`src/rtl/mp64_pkg.sv`:
```
// rtl/mp64_pkg.sv - shared state encodings and width helpers for the mp64 memory arbiter
package mp64_pkg;

  typedef enum logic [1:0] {
    ARB_IDLE  = 2'd0,
    ARB_ISSUE = 2'd1,
    ARB_RESP  = 2'd2
  } arb_state_e;

  function automatic int clog2(input int value);
    int r;
    r = 0;
    for (int i = 0; i < 31; i++) begin
      if ((1 << i) < value) r = i + 1;
    end
    return r;
  endfunction

  function automatic int id_width(input int n);
    return (clog2(n) < 1) ? 1 : clog2(n);
  endfunction

endpackage

```
`src/rtl/mp64_rr_pick.sv`:
```
// rtl/mp64_rr_pick.sv - rotate-priority encoder: first set mask bit above rr_ptr, with wrap
module mp64_rr_pick #(
  parameter int N_REQ = 4,
  parameter int ID_W  = 2
) (
  input  logic [N_REQ-1:0] mask,
  input  logic [ID_W-1:0]  rr_ptr,
  output logic [ID_W-1:0]  win_id,
  output logic             found
);

  logic [N_REQ-1:0] rot;

  always_comb begin
    // rot[j] is requester (rr_ptr+1+j) mod N_REQ, so bit 0 has highest priority
    rot    = N_REQ'({mask, mask} >> (int'(rr_ptr) + 1));
    found  = |rot;
    win_id = '0;
    for (int i = N_REQ - 1; i >= 0; i--) begin
      if (rot[i]) win_id = ID_W'((int'(rr_ptr) + 1 + i) % N_REQ);
    end
  end

endmodule

```
`src/rtl/mp64_memarb.sv`:
```
// rtl/mp64_memarb.sv - round-robin single-beat arbiter with short bus lock for the CPU memory port
module mp64_memarb
  import mp64_pkg::*;
#(
  parameter int  N_REQ    = 4,
  parameter int  LOCK_MAX = 4,
  localparam int ID_W     = id_width(N_REQ)
) (
  input  logic                clk,
  input  logic                rst,
  input  logic [N_REQ-1:0]    req_valid,
  input  logic [N_REQ-1:0]    req_lock,
  input  logic [N_REQ*32-1:0] req_addr,
  input  logic [N_REQ*64-1:0] req_wdata,
  input  logic [N_REQ-1:0]    req_wen,
  output logic [N_REQ-1:0]    rsp_ack,
  output logic [63:0]         rsp_rdata,
  output logic                mem_req,
  output logic [31:0]         mem_addr,
  output logic [63:0]         mem_wdata,
  output logic                mem_wen,
  input  logic [63:0]         mem_rdata,
  input  logic                mem_ack,
  output logic [ID_W-1:0]     grant_id,
  output logic                busy
);

  arb_state_e       state_q, state_d;
  logic [ID_W-1:0]  rr_ptr_q, rr_ptr_d;
  logic [ID_W-1:0]  grant_id_q, grant_id_d;
  logic [ID_W-1:0]  lock_owner_q, lock_owner_d;
  logic             lock_held_q, lock_held_d;
  logic             lock_req_q, lock_req_d;
  logic [3:0]       lock_cnt_q, lock_cnt_d;
  logic [31:0]      mem_addr_q, mem_addr_d;
  logic [63:0]      mem_wdata_q, mem_wdata_d;
  logic             mem_wen_q, mem_wen_d;
  logic [63:0]      rsp_rdata_q, rsp_rdata_d;
  logic [N_REQ-1:0] rsp_ack_q, rsp_ack_d;

  logic             owner_dropped;
  logic [ID_W-1:0]  pick_ptr;
  logic [N_REQ-1:0] eligible;
  logic [ID_W-1:0]  win_id;
  logic             found;

  always_comb begin
    owner_dropped = lock_held_q & ~req_valid[lock_owner_q];
    // A dropped owner releases at once and becomes lowest priority for this very pick
    pick_ptr      = owner_dropped ? lock_owner_q : rr_ptr_q;
    eligible      = req_valid;
    if (lock_held_q && !owner_dropped) eligible = req_valid & (N_REQ'(1) << lock_owner_q);
  end

  mp64_rr_pick #(
    .N_REQ (N_REQ),
    .ID_W  (ID_W)
  ) u_rr_pick (
    .mask   (eligible),
    .rr_ptr (pick_ptr),
    .win_id (win_id),
    .found  (found)
  );

  always_comb begin
    state_d      = state_q;
    rr_ptr_d     = rr_ptr_q;
    grant_id_d   = grant_id_q;
    lock_owner_d = lock_owner_q;
    lock_held_d  = lock_held_q;
    lock_req_d   = lock_req_q;
    lock_cnt_d   = lock_cnt_q;
    mem_addr_d   = mem_addr_q;
    mem_wdata_d  = mem_wdata_q;
    mem_wen_d    = mem_wen_q;
    rsp_rdata_d  = rsp_rdata_q;
    rsp_ack_d    = '0;

    case (state_q)
      ARB_IDLE: begin
        if (owner_dropped) begin
          lock_held_d = 1'b0;
          lock_cnt_d  = 4'd0;
          rr_ptr_d    = lock_owner_q;
        end
        if (found) begin
          grant_id_d = win_id;
          state_d    = ARB_ISSUE;
          for (int i = 0; i < N_REQ; i++) begin
            if (win_id == ID_W'(i)) begin
              mem_addr_d  = req_addr[i*32 +: 32];
              mem_wdata_d = req_wdata[i*64 +: 64];
              mem_wen_d   = req_wen[i];
              lock_req_d  = req_lock[i];
            end
          end
        end
      end
      ARB_ISSUE: begin
        if (mem_ack) begin
          rsp_rdata_d = mem_rdata;
          rsp_ack_d   = N_REQ'(1) << grant_id_q;
          state_d     = ARB_RESP;
        end
      end
      ARB_RESP: begin
        if (lock_req_q && (int'(lock_cnt_q) + 1 < LOCK_MAX)) begin
          lock_held_d  = 1'b1;
          lock_owner_d = grant_id_q;
          lock_cnt_d   = lock_cnt_q + 4'd1;
        end else begin
          lock_held_d = 1'b0;
          lock_cnt_d  = 4'd0;
          rr_ptr_d    = grant_id_q;
        end
        state_d = ARB_IDLE;
      end
      default: state_d = ARB_IDLE;
    endcase
  end

  always_ff @(posedge clk or posedge rst) begin
    if (rst) begin
      state_q      <= ARB_IDLE;
      rr_ptr_q     <= ID_W'(N_REQ - 1);
      grant_id_q   <= '0;
      lock_owner_q <= '0;
      lock_held_q  <= 1'b0;
      lock_req_q   <= 1'b0;
      lock_cnt_q   <= 4'd0;
      mem_addr_q   <= '0;
      mem_wdata_q  <= '0;
      mem_wen_q    <= 1'b0;
      rsp_rdata_q  <= '0;
      rsp_ack_q    <= '0;
    end else begin
      state_q      <= state_d;
      rr_ptr_q     <= rr_ptr_d;
      grant_id_q   <= grant_id_d;
      lock_owner_q <= lock_owner_d;
      lock_held_q  <= lock_held_d;
      lock_req_q   <= lock_req_d;
      lock_cnt_q   <= lock_cnt_d;
      mem_addr_q   <= mem_addr_d;
      mem_wdata_q  <= mem_wdata_d;
      mem_wen_q    <= mem_wen_d;
      rsp_rdata_q  <= rsp_rdata_d;
      rsp_ack_q    <= rsp_ack_d;
    end
  end

  // Dropping the request in the ack cycle keeps the downstream from seeing a repeat
  assign mem_req   = (state_q == ARB_ISSUE) & ~mem_ack;
  assign busy      = (state_q != ARB_IDLE);
  assign mem_addr  = mem_addr_q;
  assign mem_wdata = mem_wdata_q;
  assign mem_wen   = mem_wen_q;
  assign rsp_rdata = rsp_rdata_q;
  assign rsp_ack   = rsp_ack_q;
  assign grant_id  = grant_id_q;

endmodule
```
`config.mk`:
```
export PLATFORM = sky130hd
export DESIGN_NAME = mp64_memarb
export DESIGN_NICKNAME = d
export VERILOG_FILES = /design/src/rtl/mp64_pkg.sv /design/src/rtl/mp64_rr_pick.sv /design/src/rtl/mp64_memarb.sv
export SDC_FILE = /design/constraint.sdc
export NUM_CORES = 1
export LEC_CHECK = 0
export ABC_AREA = 1
export CORE_AREA = 5 5 240 242
export CTS_CLUSTER_DIAMETER = 30
export DETAILED_ROUTE_END_ITERATION = 6
export DIE_AREA = 0 0 245 247
export GPL_TIMING_DRIVEN = 0
export PLACE_DENSITY_LB_ADDON = 0.1
export SETUP_SLACK_MARGIN = 0.02
export SLEW_MARGIN = 30
export SYNTH_ARGS = -nofsm -noshare
export SYNTH_HDL_FRONTEND = slang
export SYNTH_SLANG_ARGS = --single-unit
```
`constraint.sdc`:
```
create_clock -name clk -period 6.63 [get_ports clk]
set_input_delay 0.663 -clock clk [delete_from_list [all_inputs] [get_ports clk]]
set_output_delay 0.663 -clock clk [all_outputs]
set_load 0.05 [all_outputs]
```
==> flow_summary.toml, run 1 <==
[synthesis]
synth_seq_area_share_pct = 39.51
syn_area_um2 = 11340
syn_inst = 1807
synth_top_area_share_pct = 39.04
synth_area_leaders = "dfrtp_1, nand2_1, inv_1"
syn_nets = 2271
synth-seq-cells = 179
yosysWarnings = 0
synth.avg_cell_area_um2 = 6.278
ys_types = 28
synth_top_cell_by_area = "dfrtp_1"

[worst_setup_path]
worstPathArrival_ps = 4010
crit_top_cell = "nand2_1"
end_kind = "flop"
rr_startpoint = "lock_owner_q[1]"
startpoint = "req_valid[1]"
crit_cells = 20
worstPathRequired_ps = 7000
crit_chain = "clkdlybuf4s50_1, nand3_1, nand2_1, nor2_1, nand3_1, nand2_1, nand2_1, nand2_1, nand2_1, nand2_2, nand3_2, nand2_1, nand2_2, nand2_4, clkbuf_1, nand2_1, nand3_1, nand2_1, nand2_1, nand2_1"
crit_fanout = 10
r2r_slack_ps = 3130
worstRegToRegCells = 20
cp_top_family = "simple AND/OR/NAND/NOR gates"
startpoint_type = "primary input"
r2r_end = "mem_wdata[12]"
slowest_delay_ps = 480
setup.worst_path.end = "mem_wdata[12]"
path_buf_inv = 2
cpMaxStageDelayCell = "clkdlybuf4s50_1"
criticalPathCategory = "primary input to flop"

[timing]
setup_viol = 0
period_share_pct = 54.84
drv_slew = 0
slew_headroom_pct = 53.67
rsz0062_at_grt = "false"
finalHoldViolCount = 0
worstMarginPinSlew_ps = 695.0
period_needed_ps = 3636
fin_skew_ps = 15.63
fmax_ghz = 0.2750

[route]
drt-initial-drc-count = 594
via_per_inst = 4.251
routed_wl_mm = 62.40
dr.pass1.iters = 5
vias = 13572
wire_per_inst_um = 19.54
detail-route-antenna-nets = 0
drcViolationCount = 0

[layout]
syn_to_final_growth_pct = 69.69
nNetsFinal = 2923
fillers = 6001
seq_area_um2 = 4482
multi_input_area_um2 = 5156
drive_gt1_share_pct = 3.924
final_core_util_pct = 35.08
final_cells = 3193

[clocking]
clk_latency_ps = 490
clkSlewWorstSetupHoldPaths_ps = 70
clk_path_buf_depth = 2
ctsResizeCount = 0
clockRootBuffer = "clkbuf_16"
numCtsBuffers = 17
cts_tree = "yes"
cts.sinks = 179
htreeDepth = 4
holdBufCountCts = 0
post-cts-setup-buffers = 0

[floorplan]
io_pins = 632
core-area_um2 = 54880
num_rows = 86
start_util_pct = 20.67
fp.dieW_um = 245
dieHeight_um = 247
die_area_um2 = 60520

[grt]
antenna_found_initial = 23
grtUsageTotal_pct = 19.96
gr-total-overflow = 0
grt_pass1_wl_mm = 89.37
grt_pass1_vias = 14076
grt_max_degree = 67

[placed_design]
place.gp.congestion = 0.8984
dp_hpwl_mm = 50.31
io_buffer_count = 631
dpl.cell_count = 3144

[status]
status = "finished, final reports clean"

[run]
maxCapViolCount = 0

[min_path]
hold_class = "flop to flop"
[worst min-delay path, stage by stage, from the launching register on]
cell and delay, ps:
dfrtp_1 340, nand2_1 50, nand2_1 60
[state kept, by name (all words and copies together), names as in the netlist]
register and count:
mem_wdata 64, rsp_rdata 64, mem_addr 32, lock_cnt_q 4, rsp_ack 4, grant_id 2, lock_owner_q 2, rr_ptr_q 2
state_q 2, lock_held_q 1, lock_req_q 1, mem_wen 1
[per-layer routing]
metal | share of wire, % | track usage, %
met2 | 51 | 35.10
met1 | 40 | 22.90
met4 | 2.4 | 7.228
met5 | 0.18 | 0
met3 | 6.6 | 6.204
[logic make-up after synthesis]
| kind of cell | Yosys count | share of synthesized area [%] |
|---|---|---|
| and+or+nand+nor | 986 | 35.55 |
| muxes | 1 | 0.08824 |
| AOI/OAI and AO/OA | 213 | 9.628 |
| adders and majority gates | 1 | 0.1103 |
| buffers and inverters | 426 | 15.04 |
| xor gates and xnor gates | 1 | 0.07722 |
| DFF | 179 | 39.51 |
[through the flow]
step | worst slack (ps) | TNS, ps | hold WS (ps) | cell area (um2)
CTS | 2979 | 0 | 483.0 | 19210
global placement | -2318 | -406500 | 462.7 | 18540
global route | 2714 | 0 | 492.8 | 19230
detailed placement | 2447 | 0 | 463.9 | 18600
finish | 2994 | 0 | 478.2 | 19250
floorplan | 1112 | 0 | 449.2 | 11340
[how the worst min path moves through the flow]
stage / startpoint / to / slack, ps / depth (start not counted)
4_1_cts: mem_wdata[46] / mem_wdata[46] / 480 / 2
3_3_place_gp: mem_wdata[7] / mem_wdata[7] / 460 / 2
2_1_floorplan: lock_req_q / lock_req_q / 450 / 2
5_1_grt: mem_wdata[49] / mem_wdata[49] / 490 / 2
3_5_place_dp: mem_wdata[52] / mem_wdata[52] / 460 / 2
6_report: mem_addr[5] / mem_addr[5] / 480 / 2
[synthesized netlist by cell type]
| cell | number |
|---|---|
| buf_6 | 8 |
| nand2_2 | 9 |
| a22oi_1 | 2 |
| inv_1 | 313 |
| o21ai_0 | 180 |
| nand4_1 | 1 |
| nand3_4 | 1 |
| nand3_1 | 212 |
| buf_2 | 29 |
| xor2_1 | 1 |
| clkbuf_1 | 63 |
| nor3_1 | 5 |
| a21oi_2 | 1 |
| ha_1 | 1 |
| nand2_4 | 2 |
| mux2i_1 | 1 |
| dfstp_2 | 2 |
| dfrtp_1 | 177 |
| buf_1 | 6 |
| a21oi_1 | 2 |
| nor2_1 | 11 |
| nand2_1 | 744 |
| buf_4 | 3 |
| a21boi_4 | 1 |
| inv_2 | 4 |
| o21ai_2 | 1 |
| nand3_2 | 1 |
| o21ai_1 | 26 |
[area by class of cell]
cell class                 instances  area share (%)
antenna                           17          0.2210
buffer                           109           2.684
clock buffer                      18           2.281
clock inverter                    14          0.8579
inverter                         317           6.220
multi-input combinational       1202           26.78
sequential                       179           23.28
tap                              704           4.576
timing repair buffer             633           33.09
[cell usage in the layout (no fill, tap or decap)]
cell type | Yosys | layout
diode_2 | 0 | 17
nand4_1 | 1 | 1
o21ai_0 | 180 | 180
inv_6 | 0 | 2
xor2_1 | 1 | 1
clkbuf_1 | 63 | 63
nor2_1 | 11 | 11
buf_6 | 8 | 8
a21oi_1 | 2 | 2
a22oi_1 | 2 | 2
clkinv_8 | 0 | 2
buf_16 | 0 | 2
a21boi_4 | 1 | 1
buf_4 | 3 | 3
nand3_4 | 1 | 1
inv_2 | 4 | 4
o21ai_2 | 1 | 1
clkbuf_16 | 0 | 17
clkinvlp_4 | 0 | 3
nand2_2 | 9 | 9
clkinv_4 | 0 | 2
nor3_1 | 5 | 5
inv_1 | 313 | 312
buf_1 | 6 | 6
clkdlybuf4s50_1 | 0 | 631
buf_2 | 29 | 29
ha_1 | 1 | 1
nand2_1 | 744 | 744
inv_8 | 0 | 5
bufinv_16 | 0 | 1
dfrtp_1 | 177 | 177
nand3_2 | 1 | 1
dfstp_2 | 2 | 2
o21ai_1 | 26 | 26
nand3_1 | 212 | 212
nand2_4 | 2 | 2
clkbuf_8 | 0 | 1
a21oi_2 | 1 | 1
mux2i_1 | 1 | 1
Power of run 1 is left out: the tool's default activity adds up to more than one toggle a clock period on the data nets, which glitch-free logic cannot reach.
==> run 2: changes to the inputs <==
--- a/config.mk
+++ b/config.mk
@@ -6,10 +6,10 @@
 export NUM_CORES = 1
 export LEC_CHECK = 0
 export ABC_AREA = 1
-export CORE_AREA = 5 5 240 242
+export CORE_AREA = 5 5 245 247
 export CTS_CLUSTER_DIAMETER = 30
 export DETAILED_ROUTE_END_ITERATION = 6
-export DIE_AREA = 0 0 245 247
+export DIE_AREA = 0 0 250 252
 export GPL_TIMING_DRIVEN = 0
 export PLACE_DENSITY_LB_ADDON = 0.1
 export SETUP_SLACK_MARGIN = 0.02
==> constraint.sdc (replaced) <==
create_clock -name clk -period 3.1 [get_ports clk]
set_input_delay 0.31 -clock clk [delete_from_list [all_inputs] [get_ports clk]]
set_output_delay 0.31 -clock clk [all_outputs]
set_load 0.05 [all_outputs]
==> run 2 against run 1 <==
Effect of this change:
- wire length up 3.9%
- clock skew shrank 8.3 ps
- worst setup slack lost 2800 ps
- design area up 3.6%
==> flow_summary.toml, run 2 (synthesized netlist as in run 1, its figures left out) <==
[clocking]
holdBufCountCts = 0
cts_tree = "yes"
clkSlewWorstSetupHoldPaths_ps = 80
clk_latency_ps = 480
cts.sinks = 179
clk_path_buf_depth = 2
clockRootBuffer = "clkbuf_16"
numCtsBuffers = 17
htreeDepth = 4

[route]
vias = 13807
dr.pass1.iters = 5
detail-route-antenna-nets = 0
via_per_inst = 4.222
drt-initial-drc-count = 647
drcViolationCount = 0
wire_per_inst_um = 19.82
routed_wl_mm = 64.81

[worst_setup_path]
end_kind = "flop"
worstPathRequired_ps = 3480
worstRegToRegCells = 20
startpoint_type = "flop"
startpoint = "lock_owner_q[0]"
r2r_end = "mem_addr[16]"
r2r_slack_ps = 140
criticalPathCategory = "flop to flop"
crit_fanout = 10
worstPathArrival_ps = 3340
setup.worst_path.end = "mem_addr[16]"
rr_startpoint = "lock_owner_q[0]"

[grt]
grtUsageTotal_pct = 19.75
grt_pass1_wl_mm = 92.57
antenna_found_initial = 29
grt_max_degree = 26
grt_pass1_vias = 14015
gr-total-overflow = 0

[floorplan]
start_util_pct = 19.78
core-area_um2 = 57370
io_pins = 632
die_area_um2 = 63000
dieHeight_um = 252
num_rows = 88
fp.dieW_um = 250

[layout]
final_core_util_pct = 34.76
nNetsFinal = 2943
syn_to_final_growth_pct = 75.77
final_cell_mix = "nand2_1, clkdlybuf4s50_1, inv_1"
final_common_cell = "nand2_1"
drive_gt1_share_pct = 7.384

[placed_design]
dp_hpwl_mm = 52.86
place.gp.congestion = 0.9202
io_buffer_count = 631

[timing]
setup_viol = 0
slew_headroom_pct = 55.12
finalHoldViolCount = 0
fin_skew_ps = 7.373
period_share_pct = 95.35
period_needed_ps = 2956
drv_slew = 0
fmax_ghz = 0.3383
rsz0062_at_grt = "true"
hold_slack_ps = 247.4
worstMarginPinSlew_ps = 671.1
final.setup.tns_ps = 0

[min_path]
hold_class = "primary input to asynchronous set/reset pin"

[run]
maxCapViolCount = 0

[status]
status = "finished, final reports clean"
-- run 2: cell count changes in the layout (fill, tap and decap cells not counted), sizes merged --
cell / change
buf: +24
bufinv: -1
clkbuf: -6
clkinv: +3
clkinvlp: -1
diode: -4
nand2: +1
-- run 2: worst min-delay path by stage --
stage / slack, ps / depth (start not counted) / endpoint
5_1_grt: 280 / 2 / rsp_rdata[2]
6_report: 250 / 2 / rsp_rdata[3]
3_5_place_dp: 460 / 2 / rsp_rdata[27]
2_1_floorplan: 420 / 1 / state_q[0]
4_1_cts: 220 / 2 / rsp_rdata[3]
3_3_place_gp: 460 / 2 / rsp_rdata[24]
-- run 2: timing repair --
| item | in CTS | in global routing |
|---|---|---|
| resized for setup | 32 | 151 |
| buffers inserted | 2 | 10 |
| endpoints found under the hold margin | 0 | 0 |
| endpoints found under the setup margin | 100 | 101 |
| pin swaps | 1 | 5 |
| cloned | 0 | 3 |
-- run 2: area by class of cell --
cell class                      instances  area (um2)
Antenna cell                           13       32.53
Buffer                                109       730.7
Clock buffer                           17       425.4
Clock inverter                         15       165.2
Fill cell                            6149       37420
Inverter                              317        1199
Multi-Input combinational cell       1203        5318
Sequential cell                       179        4484
Tap cell                              765       957.2
Timing Repair Buffer                  652        6629
-- run 2: metal layers --
metal / global-route usage, % / share of wire, % / routed length (um)
met5: 0 / 0.29 / 188
met4: 6.378 / 2.4 / 1568
met3: 7.597 / 8.0 / 5200
met2: 34.18 / 50 / 32100
met1: 22.58 / 40 / 25750
-- run 2: through the flow --
stage / area (um2) / std cells / setup slack (ps)
finish: 19940 / 3270 / 144.1
global route: 19920 / 3261 / -26.18
CTS: 19440 / 3244 / -30.95
detailed placement: 18770 / 3210 / -789.5
global placement: 18620 / 3203 / -1490
floorplan: 11350 / 1807 / 497.0
-- run 2: critical path: stages, from the launching register on --
cell     delay, ps
dfrtp_2        460
buf_4          150
nand2_1         50
nand2_1         70
nand2_2         90
nand3_4        130
o21ai_4        300
nand3_1        170
nand2_4        150
nor2_1          60
nand3_1        130
nand2_4        110
buf_12         160
nand2_8        150
buf_12         170
buf_8          150
nand2_1         70
nand3_2         80
nand2_1         80
nand2_1         60
nand2_1         40
Power of run 2 is left out for the same reason.
